**src/rtl/merger_pkg.sv**
```systemverilog
// Shared widths and word type for the 3b/13b field merger.
package merger_pkg;
    localparam int A_W = 3;
    localparam int B_W = 13;
    localparam int R_W = A_W + B_W;

    typedef logic [R_W-1:0] word_t;
endpackage

```
**src/rtl/merger_reg.sv**
```systemverilog
// Enable register with synchronous active-high reset and a "loaded since reset" flag.
module merger_reg #(
    parameter int W = merger_pkg::R_W
) (
    input  logic         clk,
    input  logic         rst,
    input  logic         i_en,
    input  logic [W-1:0] i_d,
    output logic [W-1:0] o_q,
    output logic         o_vld
);
    logic [W-1:0] r_q;
    logic         r_vld;

    // Reset wins over a same-edge load.
    always_ff @(posedge clk) begin
        if (rst) begin
            r_q   <= '0;
            r_vld <= 1'b0;
        end else if (i_en) begin
            r_q   <= i_d;
            r_vld <= 1'b1;
        end
    end

    assign o_q   = r_q;
    assign o_vld = r_vld;
endmodule

```
**src/rtl/merger_3b_13b.sv**
```systemverilog
// Packs a 3-bit tag/opcode over a 13-bit immediate into a 16-bit word, combinational and registered.
module merger_3b_13b
    import merger_pkg::*;
(
    input  logic           clk,
    input  logic           rst,
    input  logic [A_W-1:0] a,
    input  logic [B_W-1:0] b,
    input  logic           en,
    output word_t          r,
    output word_t          r_q,
    output logic           vld_q
);
    word_t w_merged;

    // Pure bit placement: no clock, reset or enable in this path.
    assign w_merged = {a, b};
    assign r        = w_merged;

    merger_reg #(.W(R_W)) u_reg (
        .clk   (clk),
        .rst   (rst),
        .i_en  (en),
        .i_d   (w_merged),
        .o_q   (r_q),
        .o_vld (vld_q)
    );
endmodule

```
**config.mk**
```make
export PLATFORM = sky130hd
export DESIGN_NAME = merger_3b_13b
export DESIGN_NICKNAME = d
export VERILOG_FILES = /design/src/rtl/merger_pkg.sv /design/src/rtl/merger_reg.sv /design/src/rtl/merger_3b_13b.sv
export SDC_FILE = /design/constraint.sdc
export NUM_CORES = 1
export LEC_CHECK = 0
export ABC_AREA = 1
export ABC_CLOCK_PERIOD_IN_PS = 1450
export BUFFER_PORTS_ARGS = -buffer_cell sky130_fd_sc_hd__buf_2
export CELL_PAD_IN_SITES_DETAIL_PLACEMENT = 1
export CELL_PAD_IN_SITES_GLOBAL_PLACEMENT = 1
export CORE_UTILIZATION = 30
export DETAILED_ROUTE_END_ITERATION = 7
export PLACE_DENSITY_LB_ADDON = 0.1
export SLEW_MARGIN = 5
export SYNTH_ARGS = -nofsm -noshare
export SYNTH_HDL_FRONTEND = slang
export SYNTH_HIERARCHICAL = 1
export SYNTH_SLANG_ARGS = --single-unit
```
**constraint.sdc**
```tcl
create_clock -name clk -period 1.45 [get_ports clk]
set_clock_uncertainty 0.05 [all_clocks]
set_input_delay 0 -clock clk [delete_from_list [all_inputs] [get_ports clk]]
set_output_delay 0 -clock clk [all_outputs]
set_load 0.02 [all_outputs]
```
==> flow_metrics.env <==
export IMPL_status="completed"
export IMPL_antenna_found_initial=0
export IMPL_cp_arrival_ns=1.09
export IMPL_ys_ff_latch=17
export IMPL_initial_core_util=0.319
export IMPL_path_depth=5
export IMPL_critPathMaxStageDelay_ns=0.53
export IMPL_p_comb_frac=0.274
export IMPL_seq_area_frac_synth=0.384
export IMPL_first_global_vias=795
export IMPL_final_cells=203
export IMPL_place_ws_ns=0.489
export IMPL_cp_end_kind="register"
export IMPL_p_leak_nw=0.687
export IMPL_cpMaxStageDelayCell="dlygate4sd3_1"
export IMPL_grt_overflow=0
export IMPL_post_route_util=0.429
export IMPL_track_usage=0.137
export IMPL_switchingPower_uw=331
export IMPL_maxCapViolCount=0
export IMPL_remaining_drc_errors=0
export IMPL_layout_setup_ws_ns=0.532
export IMPL_cts_max_path_buffers=2
export IMPL_r2r_start="u_reg/o_q[9]"
export IMPL_worst_path_max_fanout=16
export IMPL_powerDensity_mw_per_mm2=884
export IMPL_placed_area_um2=996
export IMPL_endpoint="u_reg/o_q[5]"
export IMPL_grt_max_degree=34
export IMPL_post_dp_hpwl_mm=1.32
export IMPL_hold_path_class="input port to register"
export IMPL_num_vias=829
export IMPL_synth_cell_types=11
export IMPL_clock_fmax_mhz=1090
export IMPL_grt_pass1_wl_mm=3.44
export IMPL_pwr_share_seq=0.488
export IMPL_rsz0062_at_grt="false"
export IMPL_cts_sinks=17
export IMPL_pin_count=52
export IMPL_maxSlewHeadroom=0.567
export IMPL_cts_max_level=1
export IMPL_switching_share=0.314
export IMPL_period_minus_slack_ns=0.918
export IMPL_start_kind="input port"
export IMPL_portBuffers=51
export IMPL_die_h_um=56.4
export IMPL_nets=192
export IMPL_crit_required_ns=1.62
export IMPL_design_area_mm2=0.00119
export IMPL_cp_cell_sequence="dlygate4sd3_1 -> buf_2 -> inv_2 -> nand2_1 -> nor2_2"
export IMPL_yosysWarnings=6
export IMPL_syn_nets=140
export IMPL_num_antenna_cells=0
export IMPL_yosysTopAreaCellShare=0.384
export IMPL_startpoint="rst"
export IMPL_ff2ff_path_depth=2
export IMPL_postSynthAreaPerCell_um2=7.33
export IMPL_synth_top_cell_by_area="dfxtp_1"
export IMPL_r2r_end="u_reg/o_q[9]"
export IMPL_rrSetupSlack_ns=0.80
export IMPL_hold_viol_final=0
export IMPL_critical_path_top_delay_family="buffers and inverters"
export IMPL_dieWidth_um=56.4
export IMPL_gp_congestion=0.679
export IMPL_antenna_left=0
export IMPL_setup_viol_count_final=0
export IMPL_drive_gt1_frac=0.436
export IMPL_worst_slew_pin_slew_ns=0.649
export IMPL_post_cts_resized=0
export IMPL_cp_num_buf_inv=3
export IMPL_cts_tree="yes"
export IMPL_dr_first_iter_drc_count=9
export IMPL_die_area_mm2=0.00318
export IMPL_coreArea_mm2=0.00278
export IMPL_syn_area_um2=887
export IMPL_dp_cells=182
export IMPL_critPathKind="input port to register"
export IMPL_rows=19
export IMPL_dr_pass1_iters=3
export IMPL_drv_slew=0
export IMPL_internal_power_uw=723
export IMPL_routed_wl_mm=2.08
export IMPL_cts_buffers=3
export IMPL_clk_latency_ns=0.28
export IMPL_synth_area_leaders="dfxtp_1, buf_4, nor2_1"
export IMPL_nFillCells=386
export IMPL_clkTransAtPathRegs_ns=0.10
export IMPL_layout_worst_path_cycle_share=0.633
export IMPL_root_buffer="clkbuf_4"
export IMPL_max_vdd_ir_drop_mv=0.446
export IMPL_clkPwrFrac=0.237
export IMPL_wire_per_inst_um=10.2
export IMPL_vias_per_cell=4.08
export IMPL_fin_tns_setup_ns=0
export IMPL_area_growth_pct=34.4
export IMPL_synthCells=121
==> cell usage in the layout, fill, tap and decap left out <==
cell and count:
nand2_1 22, dlygate4sd3_1 17, inv_1 16, nor2_1 24, nand2_2 10, buf_2 51, clkbuf_4 3, dfxtp_1 17
nor2_2 10, inv_2 1, clkbuf_1 1
==> worst reg2reg max path, delay by kind of cell (launching register included) <==
family	cells	cell delay, ns
flip-flops	1	0.33
AND/OR/NAND/NOR	2	0.17
==> layer usage <==
layer | GRT usage | wire, µm
met5 | 0 | 0
met3 | 0.0276 | 103
met4 | 0.0418 | 15
met2 | 0.250 | 1100
met1 | 0.160 | 858
==> flip-flops by register name, indices dropped and copies added (netlist names) <==
register and cells:
u_reg/o_q 16, u_reg/o_vld 1
==> final cells by class <==
| class | count | area (µm²) | share of cell area |
|---|---|---|---|
| clock buffers | 4 | 26.3 | 0.0220 |
| flip-flops and latches | 17 | 340 | 0.285 |
| inverters | 17 | 63.8 | 0.0535 |
| repair buffers | 68 | 425 | 0.357 |
| well taps | 31 | 38.8 | 0.0325 |
| multi-input cells | 66 | 298 | 0.250 |
==> cell usage after synthesis <==
library cell	count
nor2_1	24
nand2_1	22
buf_4	17
dfxtp_1	17
inv_1	16
nand2_2	10
nor2_2	10
buf_6	2
buf_12	1
buf_8	1
inv_2	1
==> metrics by stage <==
stage          hold slack (ns)  power [mW]
3_3_place_gp             0.134       0.773
2_1_floorplan           0.0224       0.734
5_1_grt                  0.276        1.12
3_5_place_dp             0.144       0.780
4_1_cts                  0.218        1.07
6_report                 0.227        1.05
==> worst min path at each step <==
stage	start	end	slack, ns	cells after the start
after CTS	en	u_reg/o_q[13]	0.22	3
after global placement	rst	u_reg/o_vld	0.13	2
final	en	u_reg/o_q[13]	0.23	3
after detailed placement	rst	u_reg/o_vld	0.14	2
after global routing	en	u_reg/o_q[11]	0.28	3
after floorplan	rst	u_reg/o_vld	0.02	1
==> power groups by stage <==
stage	clock network (mW)	logic, mW	registers [mW]
3_3_place_gp	0	0.248	0.525
5_1_grt	0.285	0.318	0.519
4_1_cts	0.268	0.289	0.516
3_5_place_dp	0	0.254	0.526
2_1_floorplan	0	0.167	0.566
6_report	0.250	0.289	0.515
==> kinds of logic after synthesis <==
group / share of synthesized area
and+or+nand+nor: 0.336
buffers and inverters: 0.281
DFF: 0.384
==> timing repair <==
action / CTS / global route
hold endpoints to repair: 17 / 0
hold buffers: 17 / 0
setup buffers: 0 / 0
(Power assumes the default switching activity.)
